**src/rtl/vga_pkg.sv**
```systemverilog
// Shared VGA definitions: fetch arbiter state encoding and 800x600@72Hz timing constants.
package vga_pkg;

  typedef enum logic [1:0] {
    IDLE,
    FETCH,
    DRAIN
  } fetch_state_t;

  // Horizontal total of 1040 pixel clocks bounds the prefetch window per line.
  localparam int VGA_H_VISIBLE     = 800;
  localparam int VGA_H_FRONT_PORCH = 56;
  localparam int VGA_H_SYNC_PULSE  = 120;
  localparam int VGA_H_BACK_PORCH  = 64;
  localparam int VGA_H_TOTAL       = VGA_H_VISIBLE + VGA_H_FRONT_PORCH
                                   + VGA_H_SYNC_PULSE + VGA_H_BACK_PORCH;

  localparam int VGA_V_VISIBLE     = 600;
  localparam int VGA_V_FRONT_PORCH = 37;
  localparam int VGA_V_SYNC_PULSE  = 6;
  localparam int VGA_V_BACK_PORCH  = 23;
  localparam int VGA_V_TOTAL       = VGA_V_VISIBLE + VGA_V_FRONT_PORCH
                                   + VGA_V_SYNC_PULSE + VGA_V_BACK_PORCH;

endpackage

```
**src/rtl/vga_slot_counter.sv**
```systemverilog
// Wrap counter that marks every WRITER_SLOT-th fetch cycle as a writer slot.
module vga_slot_counter #(
  parameter int WRITER_SLOT = 8
) (
  input  logic clk,
  input  logic reset,
  input  logic clear,
  input  logic enable,
  output logic slot
);

  localparam int CNT_W = $clog2(WRITER_SLOT);
  localparam logic [CNT_W-1:0] LAST = CNT_W'(WRITER_SLOT - 1);

  logic [CNT_W-1:0] cnt;

  always_ff @(posedge clk) begin
    if (reset || clear) begin
      cnt <= '0;
    end else if (enable) begin
      cnt <= (cnt == LAST) ? '0 : cnt + 1'b1;
    end
  end

  assign slot = (cnt == LAST);

endmodule

```
**src/rtl/vga_fb_arbiter.sv**
```systemverilog
// Arbitrates a single-port framebuffer between display line prefetch (priority)
// and a pixel writer that gets periodic slots during a fetch and all idle cycles.
module vga_fb_arbiter
  import vga_pkg::*;
#(
  parameter int H_VISIBLE_AREA = VGA_H_VISIBLE,
  parameter int V_VISIBLE_AREA = VGA_V_VISIBLE,
  parameter int DATA_WIDTH     = 12,
  parameter int ADDR_WIDTH     = 19,
  parameter int WRITER_SLOT    = 8
) (
  input  logic                              VGA_CLK,
  input  logic                              VGA_RESET,
  input  logic                              fetch_req,
  input  logic [$clog2(V_VISIBLE_AREA)-1:0] fetch_line,
  output logic                              fetch_busy,
  output logic                              fetch_done,
  output logic                              fetch_err,
  output logic                              lb_bank,
  output logic                              lb_we,
  output logic [$clog2(H_VISIBLE_AREA)-1:0] lb_addr,
  output logic [DATA_WIDTH-1:0]             lb_wdata,
  input  logic                              wr_valid,
  output logic                              wr_ready,
  input  logic [ADDR_WIDTH-1:0]             wr_addr,
  input  logic [DATA_WIDTH-1:0]             wr_data,
  output logic [ADDR_WIDTH-1:0]             mem_addr,
  output logic                              mem_we,
  output logic [DATA_WIDTH-1:0]             mem_wdata,
  input  logic [DATA_WIDTH-1:0]             mem_rdata
);

  localparam int PIX_W    = $clog2(H_VISIBLE_AREA);
  localparam int LINE_W   = $clog2(V_VISIBLE_AREA);
  localparam int FB_WORDS = H_VISIBLE_AREA * V_VISIBLE_AREA;

  localparam logic [PIX_W-1:0]    LAST_PIX   = PIX_W'(H_VISIBLE_AREA - 1);
  localparam logic [LINE_W:0]     LINE_LIMIT = (LINE_W + 1)'(V_VISIBLE_AREA);
  localparam logic [ADDR_WIDTH:0] ADDR_LIMIT = (ADDR_WIDTH + 1)'(FB_WORDS);

  fetch_state_t          state, next_state;
  logic [ADDR_WIDTH-1:0] base;
  logic [PIX_W-1:0]      pix;
  logic                  rd_issue;
  logic                  rd_pending;
  logic                  slot;
  logic                  line_ok;
  logic                  accept;
  logic                  wr_in_range;

  assign line_ok     = {1'b0, fetch_line} < LINE_LIMIT;
  assign accept      = (state == IDLE) && fetch_req && line_ok;
  assign wr_in_range = {1'b0, wr_addr} < ADDR_LIMIT;

  vga_slot_counter #(
    .WRITER_SLOT(WRITER_SLOT)
  ) u_slot_counter (
    .clk   (VGA_CLK),
    .reset (VGA_RESET),
    .clear (accept),
    .enable(state == FETCH),
    .slot  (slot)
  );

  always_ff @(posedge VGA_CLK) begin
    if (VGA_RESET) begin
      state      <= IDLE;
      base       <= '0;
      pix        <= '0;
      lb_bank    <= 1'b0;
      fetch_err  <= 1'b0;
      rd_pending <= 1'b0;
      lb_addr    <= '0;
    end else begin
      state      <= next_state;
      rd_pending <= rd_issue;
      if (rd_issue) begin
        lb_addr <= pix;
        pix     <= pix + 1'b1;
      end
      // Any request that cannot start a fetch is dropped and flagged.
      if (accept) begin
        base    <= ADDR_WIDTH'(fetch_line) * ADDR_WIDTH'(H_VISIBLE_AREA);
        pix     <= '0;
        lb_bank <= ~lb_bank;
      end else if (fetch_req) begin
        fetch_err <= 1'b1;
      end
    end
  end

  always_comb begin
    next_state = state;
    wr_ready   = 1'b0;
    rd_issue   = 1'b0;
    mem_we     = 1'b0;
    mem_addr   = '0;
    mem_wdata  = '0;
    case (state)
      IDLE: begin
        wr_ready = 1'b1;
        if (accept) next_state = FETCH;
      end
      FETCH: begin
        wr_ready = slot;
        if (!(slot && wr_valid)) begin
          rd_issue = 1'b1;
          mem_addr = base + ADDR_WIDTH'(pix);
          if (pix == LAST_PIX) next_state = DRAIN;
        end
      end
      DRAIN:   next_state = IDLE;
      default: next_state = IDLE;
    endcase
    // Out-of-range writes still complete the handshake but never reach the RAM.
    if (wr_ready && wr_valid && wr_in_range) begin
      mem_we    = 1'b1;
      mem_addr  = wr_addr;
      mem_wdata = wr_data;
    end
  end

  assign fetch_busy = (state != IDLE);
  assign fetch_done = (state == DRAIN);
  assign lb_we      = rd_pending;
  assign lb_wdata   = rd_pending ? mem_rdata : '0;

endmodule

```
**config.mk**
```make
export PLATFORM = sky130hd
export DESIGN_NAME = vga_fb_arbiter
export DESIGN_NICKNAME = d
export VERILOG_FILES = /design/src/rtl/vga_pkg.sv /design/src/rtl/vga_slot_counter.sv /design/src/rtl/vga_fb_arbiter.sv
export SDC_FILE = /design/constraint.sdc
export NUM_CORES = 1
export LEC_CHECK = 0
export CAP_MARGIN = 20
export CORE_AREA = 3 3 94 96
export CTS_CLUSTER_DIAMETER = 30
export DETAILED_ROUTE_END_ITERATION = 8
export DIE_AREA = 0 0 97 99
export HOLD_SLACK_MARGIN = 0.05
export PLACE_DENSITY = 0.76
export RECOVER_POWER = 100
export SLEW_MARGIN = 20
export SYNTH_ARGS = -nofsm -noshare
export SYNTH_HDL_FRONTEND = slang
export SYNTH_HIERARCHICAL = 1
export SYNTH_SLANG_ARGS = --single-unit
export TNS_END_PERCENT = 50
```
**constraint.sdc**
```tcl
create_clock -name VGA_CLK -period 3.4 [get_ports VGA_CLK]
set_input_delay 0.85 -clock VGA_CLK [delete_from_list [all_inputs] [get_ports VGA_CLK]]
set_output_delay 0.85 -clock VGA_CLK [all_outputs]
set_load 0.005 [all_outputs]
```
## Word-level counts from Yosys, hierarchy flattened

Cells that the tools add are included.

| storage, ports and cells | value |
|---|---|
| flip-flop bits (word level) | 42 |

| cells by class | value |
|---|---|
| bitwise operators | 2 |
| magnitude comparators | 2 |
| equality and inequality tests | 7 |
| add/subtract/negate cells | 3 |
| muxes and demuxes | 14 |
| multipliers | 1 |
| reduce and logical (&&, ||, !) cells | 11 |

Operators by type and width:

| kind | count |
|---|---|
| $mux W19 | 3 |
| $mux W12 | 2 |
| $add A19 B10 Y19 | 1 |
| $lt A19 B19 Y1 const B | 1 |
| $mul A10 B5 Y14 const B | 1 |
| $add A10 B1 Y10 const B | 1 |
| $eq A10 B10 Y1 const B | 1 |
| $lt A10 B10 Y1 const B | 1 |
| $mux W2 | 3 |
| $logic_and A1 B1 Y1 | 5 |
| $ne A2 B2 Y1 const B | 2 |
| $pmux W2 S2 | 1 |
| $add A3 B1 Y3 const B | 1 |
| $eq A3 B3 Y1 const B | 1 |
| $mux W1 | 3 |
| $mux W3 | 1 |
| $reduce_and A3 Y1 | 1 |
| $eq A2 B1 Y1 const B | 1 |
| $eq A2 B2 Y1 const B | 1 |
| $logic_not A2 Y1 | 1 |
| $ne A2 B1 Y1 const B | 1 |
| $not A1 Y1 | 2 |
| $pmux W1 S2 | 1 |
| $reduce_and A2 Y1 | 1 |
| other kinds (3) | 3 |

## Depth between registers and ports, before layout

| logic depth | value |
|---|---|
| word-level depth | 5 |
| depth in mapped cells | 13 |

## Modules after synthesis

The synthesis kept the hierarchy.

Modules (own cells, without submodules):

| module | area each (um2) | instances | cells an instance | seq. area each (um2) |
|---|---|---|---|---|
| vga_fb_arbiter | 3186.8 | 1 | 402 | 780.7 |
| vga_slot_counter | 148.9 | 1 | 13 | 60.1 |

## Least setup slack after synthesis

Ideal clock, no wire load.

| timing | value |
|---|---|
| kind | in2reg |
| from | in fetch_line[5] |
| to | reg base[16] |
| setup slack | 79 ps |
| library setup time | 62 ps |
| required time | 3338 ps |
| data arrival time | 3259 ps |
| stages | 13 |
| buffers on the path | 0 |
| path through | inv_1 ha_1 inv_1 ha_1 inv_1 fa_1 inv_1 ha_1 nand2_1 nor3b_1 o21ai_0 or4_1 nand3_1 |

| on the way | value |
|---|---|
| cells in the longest elaborated chain, start to end | 2 |
| elaborated cells on any way between the ends | 3 |

RTL lines:

| what | line | RTL |
|---|---|---|
| from (decl) | vga_fb_arbiter.sv:15 | `input logic [$clog2(V_VISIBLE_AREA)-1:0] fetch_line,` |
| parallel branches: the longest is 2 deep, another holds $mul A10 B5 Y14 | - |  |
| to (signal assigned) | vga_fb_arbiter.sv:83 | `base <= ADDR_WIDTH'(fetch_line) * ADDR_WIDTH'(H_VISIBLE_AREA);` |
| to (decl) | vga_fb_arbiter.sv:42 | `logic [ADDR_WIDTH-1:0] base;` |

Parallel ways; which one is timed is not known.
A chain may end at the register's enable or synchronous reset.

## Final worst setup path

| timing | value |
|---|---|
| from | in fetch_line[6] |
| to | reg base[17] |

The elaborated chain is that of the path after synthesis.

==> reports/metrics.yaml <==
status: "finished, final reports clean"
wl_um: 10540
layout_common_cells: "68 x nand2_1, 42 x dfxtp_1, 42 x clkdlybuf4s50_1, 42 x buf_4, 37 x ha_1"
syn_to_final_growth_pct: 56.04
fin_nets: 687
post_dp_cell_area_mm2: 0.004928
setup_viol: 0
n_fill_cell: 683
synth_ff_type: "dfxtp_1"
cp.arrival_ns: 3.56
final.period_utilization_pct: 98.70
num_rows: 33
syn_nets: 522
finalHoldViolations: 0
final_common_cell: "nand2_1"
ys_seq_area_share_pct: 25.21
grt_start_max_net_pins: 35
clock.fmax_ghz: 0.2980
cts.clk_slew.worst_paths_ns: 0.08
drtIter0Drc: 206
power_density_mw_per_mm2: 328.9
crit_type: "input port to flop"
cts_root_buf: "clkbuf_8"
io_pins: 117
gr-total-overflow: 0
worst_pin_slew_ns: 0.4836
crit_path_start_kind: "input port"
gp_congestion: 0.8467
synth_warnings: 6
drive_above_1_share_pct: 22.38
grt_pass1_vias: 3506
synth-seq-cells: 42
die_w_um: 97
async_flop_share_pct: 0
antenna_found_initial: 0
p_leak_nw: 2.371
netlist_area_mm2: 0.003336
cap_violations: 0
cts_tree: "yes"
synthCells: 415
final-instance-count-excl-fill: 686
cts_hold_buf: 0
antenna_cells: 0
syn_area_per_cell_um2: 8.038
cts_num_sinks: 42
required_ns: 3.61
cts_buffer_depth: 2
design_area_mm2: 0.005205
slew_headroom_pct: 67.76
slew_violations: 0
cp_max_fo: 3
ant_nets: 0
drc_errors: 0
critPathCaptureType: "flop"
insertion_delay_ns: 0.30
portBuffers: 116
p_total_mw: 1.712
place_inst: 669
ys_types: 54
holdWs_ns: 0.4592
dpl.hpwl_um: 8049
clock_skew_ns: 0.008563
grt_pass1_wl_um: 16840
grtUsageTotal_pct: 21.29
vias: 3543
fp.dieH_um: 99
max-vdd-ir-drop_uv: 181.0
synth_edf_count: 0
dieArea_mm2: 0.009603
cts_htree_levels: 2
dr.pass1.iters: 4
vias_per_cell: 5.165
rsz0062_at_grt: "yes"
start_util_pct: 41.01
min_period_ns: 3.356
routedWlPerCell_um: 15.37
core_mm2: 0.008134
cts_buffers: 5
min_path_type: "flop to flop"
-- sequential cells by signal, indices dropped and copies added (netlist names) --
register / flops
state: 2
u_slot_counter/cnt: 3
base: 14
pix: 10
lb_we: 1
lb_addr: 10
fetch_err: 1
lb_bank: 1
-- path summary, 6_finish.rpt --
kind | startpoint | to | slack [ns] | cells past startpoint
worst max-delay path | fetch_line[6] | base[17]$_SDFFE_PP0P_ | 0.04 | 13
worst min-delay path | lb_addr[1]$_SDFFE_PP0P_ | lb_addr[1]$_SDFFE_PP0P_ | 0.46 | 2
worst max register to register | state[1]$_SDFFE_PP0P_ | base[15]$_SDFFE_PP0P_ | 1.40 | 5
worst min register to register | lb_addr[1]$_SDFFE_PP0P_ | lb_addr[1]$_SDFFE_PP0P_ | 0.46 | 2
-- synth_stat cells (all sizes together), types with 8 or more instances --
| cell type | instances | area share (%) |
|---|---|---|
| xnor2 | 8 | 2.1 |
| nand3 | 11 | 1.7 |
| inv | 24 | 2.7 |
| dfxtp | 42 | 25 |
| and2 | 26 | 4.9 |
| buf | 10 | 2.0 |
| xor2 | 15 | 3.9 |
| ha | 44 | 17 |
| nor2 | 22 | 2.5 |
| o21ai | 24 | 3.6 |
| a21oi | 30 | 4.6 |
| nand2 | 72 | 8.1 |
-- worst max-delay path, stage by stage --
cell and delay [ns]:
clkdlybuf4s50_1 0.48, ha_1 0.23, ha_1 0.28, inv_1 0.05
fa_1 0.50, inv_2 0.05, ha_4 0.30, nand2_4 0.07
buf_4 0.14, nor2_4 0.10, o21ai_2 0.06, a2111o_1 0.37
o311ai_1 0.07
-- final cells by class --
class / count / area [um^2] / area share, %
inverters: 25 / 93.84 / 1.803
clock buffers: 5 / 68.82 / 1.322
clock inverters: 3 / 43.79 / 0.8413
repair buffers: 173 / 1515 / 29.11
well taps: 105 / 131.4 / 2.524
flip-flops and latches: 42 / 840.8 / 16.15
multi-input cells: 333 / 2511 / 48.25
-- repair_timing --
| item | in CTS | in global routing |
|---|---|---|
| gates cloned | 3 | 0 |
| endpoints found under the setup margin | 38 | 37 |
| buffers inserted | 6 | 2 |
| endpoints found under the hold margin | 0 | 0 |
| pin swaps | 5 | 18 |
| gates resized for setup | 115 | 66 |
-- per-stage QoR --
stage / setup slack [ns] / util (%) / setup TNS (ns)
floorplan: 0.07880 / - / 0
global placement: -0.4913 / 60.59 / -15.17
detailed placement: -0.5856 / 60.59 / -16.00
CTS: -0.1049 / 63.10 / -0.7145
global route: -0.02498 / 63.99 / -0.04424
finish: 0.04436 / 63.99 / 0
-- routing by layer --
metal / vias to the layer above / wire [um] / global-route usage [%]
met5: - / 0 / 0
met4: 0 / 250 / 6.479
met3: 18 / 514 / 3.680
met2: 129 / 5180 / 37.74
met1: 1628 / 4595 / 26.40
li1: 1768 / - / -
-- where the power goes --
part | switching (mW) | internal [mW]
combinational | 0.354 | 0.404
clock | 0.182 | 0.220
sequential | 0.0318 | 0.520
-- cell families (layout without fill, tap and decap cells) --
group	Yosys count	in the layout	share of synthesized area, %
DFF	42	42	25.21
adders and majority gates	50	50	20.11
AOI/OAI and AO/OA	87	87	17.55
buffers and inverters	40	206	5.363
muxes	1	1	0.3001
xor gates and xnor gates	23	23	6.039
and+or+nand+nor	172	172	25.43
No activity file was read; power rests on OpenSTA's default activity.
==> RTL change 1 (same flow settings) <==
Reset style: asynchronous (`VGA_RESET`), changed in one clocked block.
--- a/src/rtl/vga_fb_arbiter.sv
+++ b/src/rtl/vga_fb_arbiter.sv
@@ -62,7 +62,7 @@
     .slot  (slot)
   );
 
-  always_ff @(posedge VGA_CLK) begin
+  always_ff @(posedge VGA_CLK or posedge VGA_RESET) begin
     if (VGA_RESET) begin
       state      <= IDLE;
       base       <= '0;
Formal check against the unedited RTL: differs if VGA_RESET is asserted again (counterexample within 4 cycles, from zero or initial values and one cycle with VGA_RESET high); with VGA_RESET held inactive, the same outputs for 10 cycles.
==> RTL change 1 against the unedited design <==
The flow now finishes with violations (capacitance limit, slew limit). Core utilization fell by 2.3 points. Synthesized area rose by 2.2%. Sequential power rose by 52%. Sequential share of layout area rose by 4.5 points. Clock skew rose by 0.0012 ns. Sequential cell count did not move. Total power rose by 43%. Global-route usage fell by 1.4 points. Final cell count fell by 3.1%. Design area fell by 3.7%. Routed wire length fell by 7.1%. Non-clock buffer count fell by 9. Setup slack improved by 0.013 ns. Combinational power rose by 62%. Largest cell class unchanged.
==> RTL change 1: results (changes against the unedited design) <==
| Metric | Value |
|---|---|
| Status | finished with violations |
| Failing checks | capacitance limit, slew limit |
| CP arrival | 2.49 ns (-1.07 ns) |
| Top post-synthesis cells by count | 88 x nand2_1, 44 x ha_1, 39 x dfrtp_1 |
| Placer Congestion | 0.877 (+3.5%) |
| Worst Skew | 0.00978 ns (+0.00122 ns) |
| Sequential cell area fraction in the yosys report | 30.4% (+5.2 points) |
| DR iter-0 viols | 130 (-37%) |
| Met3 wire length | 558 um (+8.6%) |
| XOR/XNOR Fraction of Synth Area | 6.42% (+0.38 points) |
| Metal1 wirelength | 4090 um (-11%) |
| Yosys cell types | 47 (-13%) |
| Final wirelength | 9790 um (-7.1%) |
| Layout cells sized above 1 | 14.8% (-7.6 points) |
| Fill count | 722 (+5.7%) |
| Vias per inst | 5.04 (-2.5%) |
| Maximum number of pins on one net before global-route repair | 30 (-14%) |
| Leak Pwr | 0.00244 uW (+2.9%) |
| Tot GR Track Use | 19.9% (-1.4 points) |
| DR WL met2 | 4960 um (-4.3%) |
| Net Sw Frac | 37.6% (+4.4 points) |
| Power in the clock group | 388 uW (-3%) |
| Nets | 666 (-3.1%) |
| Worst IR Drop VDD | 0.212 mV (+17%) |
| Met3 GRT Util | 4.10% (+0.42 points) |
| Multi-input gate area | 2210 um2 (-12%) |
| Max-slew violation count | 30 (+30) |
| Mux cell area share after synthesis | 0.294% (-0.0065 points) |
| Bufs w/o clock | 164 (-5.2%) |
| Delay-heaviest family, CP | compound AO/OA/AOI/OAI gates |
| Max Cap Viol | 1 (+1) |
| Reg area | 1040 um2 (+23%) |
| Pre-Repair DR Iteration Count | 5 (+1) |
| Syn Nets | 509 (-2.5%) |
| GR Util met2 | 36.7% (-1.0 points) |
| Invs w/o clock | 28 (+12%) |
| Seq power | 835 uW (+52%) |
| Detail Placement HPWL | 7920 um (-1.6%) |
| Slew HR | -3.21% (-71 points) |
| GR Util met1 | 23.5% (-2.9 points) |
## RTL change 1: through the flow
stage | instance area (um2) | worst slack (ns) | std cells | total power (uW) | TNS (ns)
floorplan | 3410 | 0.199 | 402 | 1460 | 0
global placement | 4940 | -0.398 | 648 | 2150 | -13.50
detailed placement | 4940 | -0.475 | 648 | 2190 | -15.11
CTS | 5130 | -0.000797 | 665 | 2540 | -0.000797
global route | 5010 | -0.0920 | 665 | 2650 | -0.415
finish | 5010 | 0.0575 | 665 | 2450 | 0
## RTL change 1: worst paths after layout
check | endpoint | depth (start not counted) | slack, ns | startpoint
worst max-delay path | mem_addr[1] | 9 | 0.06 | wr_addr[18]
worst min-delay path | fetch_err | 1 | 0.46 | fetch_err
worst max register to register | pix[8] | 9 | 0.83 | u_slot_counter/cnt[0]
worst min register to register | fetch_err | 1 | 0.46 | fetch_err
max in group asynchronous | base[9] | 3 | 0.58 | VGA_RESET
min in group asynchronous | pix[2] | 2 | 1.05 | VGA_RESET
==> RTL change 2 (same flow settings) <==
Made on the original files. Change the parameter `DATA_WIDTH` from 12 to 24.
--- a/src/rtl/vga_fb_arbiter.sv
+++ b/src/rtl/vga_fb_arbiter.sv
@@ -5,7 +5,7 @@
 #(
   parameter int H_VISIBLE_AREA = VGA_H_VISIBLE,
   parameter int V_VISIBLE_AREA = VGA_V_VISIBLE,
-  parameter int DATA_WIDTH     = 12,
+  parameter int DATA_WIDTH     = 24,
   parameter int ADDR_WIDTH     = 19,
   parameter int WRITER_SLOT    = 8
 ) (
Interface: changed (resized lb_wdata, mem_rdata, mem_wdata and wr_data); port bits go from 117 to 165. The function was not compared with the original's and may differ.
==> RTL change 2 against the unedited design <==
Die area is the same. Synthesized cell count grew 7.2%. Sequential cell count is the same. Total power shrank 2.7%. Critical path depth shrank 3. Design area grew 11%. Clock skew grew 0.0075 ns. Routed wire length grew 12%. Setup slack lost 0.0015 ns. Combinational power grew 2%. Synthesized area grew 4.5%. Clock power shrank 15%. Final cell count grew 12%. Critical endpoint is now base[15]. Largest cell class unchanged.
==> RTL change 2: results (changes against the unedited design) <==
| Metric | Value |
|---|---|
| Status | finished, final reports clean |
| Setup WS pre-CTS | -0.569 ns (+0.0169 ns) |
| TritonCTS Sinks | 42 (unchanged) |
| Invs w/o clock | 28 (+12%) |
| Leak Pwr | 0.00275 uW (+16%) |
| CP arrival | 3.55 ns (about the same) |
| CP peak stage delay | 0.45 ns (-0.05 ns) |
| Ant diodes | 1 (+1) |
| First-pass GRT wire length | 18,700 um (+11%) |
| Tot GR Track Use | 23.6% (+2.3 points) |
| DR iter-0 viols | 156 (-24%) |
| Fraction of area in registers | 14.5% (-1.7 points) |
| DR WL/cell | 15.4 um (+0.43%) |
| Sequential cell area fraction in the yosys report | 24.1% (-1.1 points) |
| Fraction of registers with async set/reset | 0% (unchanged) |
| DR WL met2 | 6170 um (+19%) |
| Synth area leaders | dfxtp_1 24%, ha_1 16%, and2_1 8.8%, nand2_1 7.8%, a21oi_1 4.7% |
| Worst path slowest cell | fa_2 |
| Maximum number of pins on one net before global-route repair | 26 (-26%) |
| Syn Nets | 576 (+10%) |
| Layout cells sized above 1 | 18.8% (-3.6 points) |
| Slew HR | 38.1% (-30 points) |
| Count of multi-input gates | 357 (+7.2%) |
| Detail Placement HPWL | 9290 um (+15%) |
| Metal1 wirelength | 4510 um (-1.9%) |
| Part of the power in combinational logic | 46.6% (+2.3 points) |
| Initial antenna violation count | 1 (+1) |
| Multi-input gate area | 2590 um2 (+3.0%) |
| Mux cell area share after synthesis | 0.287% (-0.013 points) |
| Yosys cell types | 49 (-9.3%) |
| Post-cts sizing count | 149 (+30%) |
| I/O Buffers | 164 (+41%) |
| DP Cell Count | 750 (+12%) |
| Bufs w/o clock | 224 (+29%) |
| Final wirelength | 11,800 um (+12%) |
| Nets | 789 (+15%) |
| Top post-synthesis cells by count | 72 x nand2_1, 49 x and2_1, 44 x ha_1 |
| Final non-clock buffer share | 35.1% (+6.0 points) |
| Met3 wire length | 781 um (+52%) |
| Worst IR Drop VDD | 0.200 mV (+11%) |
| PwrDens | 287 nW/um2 (-13%) |
| Post-place instance area | 5600 um2 (+14%) |
| Worst Skew | 0.0161 ns (+0.00749 ns) |
| CTS buffer count | 5 (unchanged) |
| Post-CTS setup buffers | 4 (-2) |
| Vias per inst | 5.10 (-1.2%) |
| Synth Area in Compound Gates | 16.2% (-1.3 points) |
| XOR/XNOR Fraction of Synth Area | 5.53% (-0.51 points) |
| ClkCell Share | 1.62% (-0.55 points) |
| Total power | 1670 uW (-2.7%) |
| Post-synthesis adder-cell area fraction | 19.2% (-0.87 points) |
| Placer Congestion | 0.866 (+2.2%) |
==> RTL change 2: cell types whose count changed after synthesis, moves of 3 or more <==
| cell | unedited run | this run |
|---|---|---|
| o21ai_0 | 21 | 13 |
| and2_1 | 26 | 49 |
| buf_2 | 5 | 2 |
| clkbuf_1 | 5 | 11 |
| a21oi_1 | 29 | 33 |
| nand3b_1 | 1 | 5 |
| inv_1 | 23 | 28 |
| o21ai_1 | 3 | 11 |
==> RTL change 2: worst paths after layout <==
path	slack [ns]	depth (start not counted)	to	from
max	0.04	10	base[15]	fetch_line[3]
min	0.46	2	lb_addr[3]	lb_addr[3]
max reg2reg	1.43	9	pix[5]	u_slot_counter/cnt[0]
min reg2reg	0.46	2	lb_addr[3]	lb_addr[3]
==> RTL change 2: routing by layer <==
metal  track usage, %  vias up
met5                0        -
met4             8.32        0
met3             4.18       25
met2             44.2      154
met1             26.7     1780
li1                 -     1944
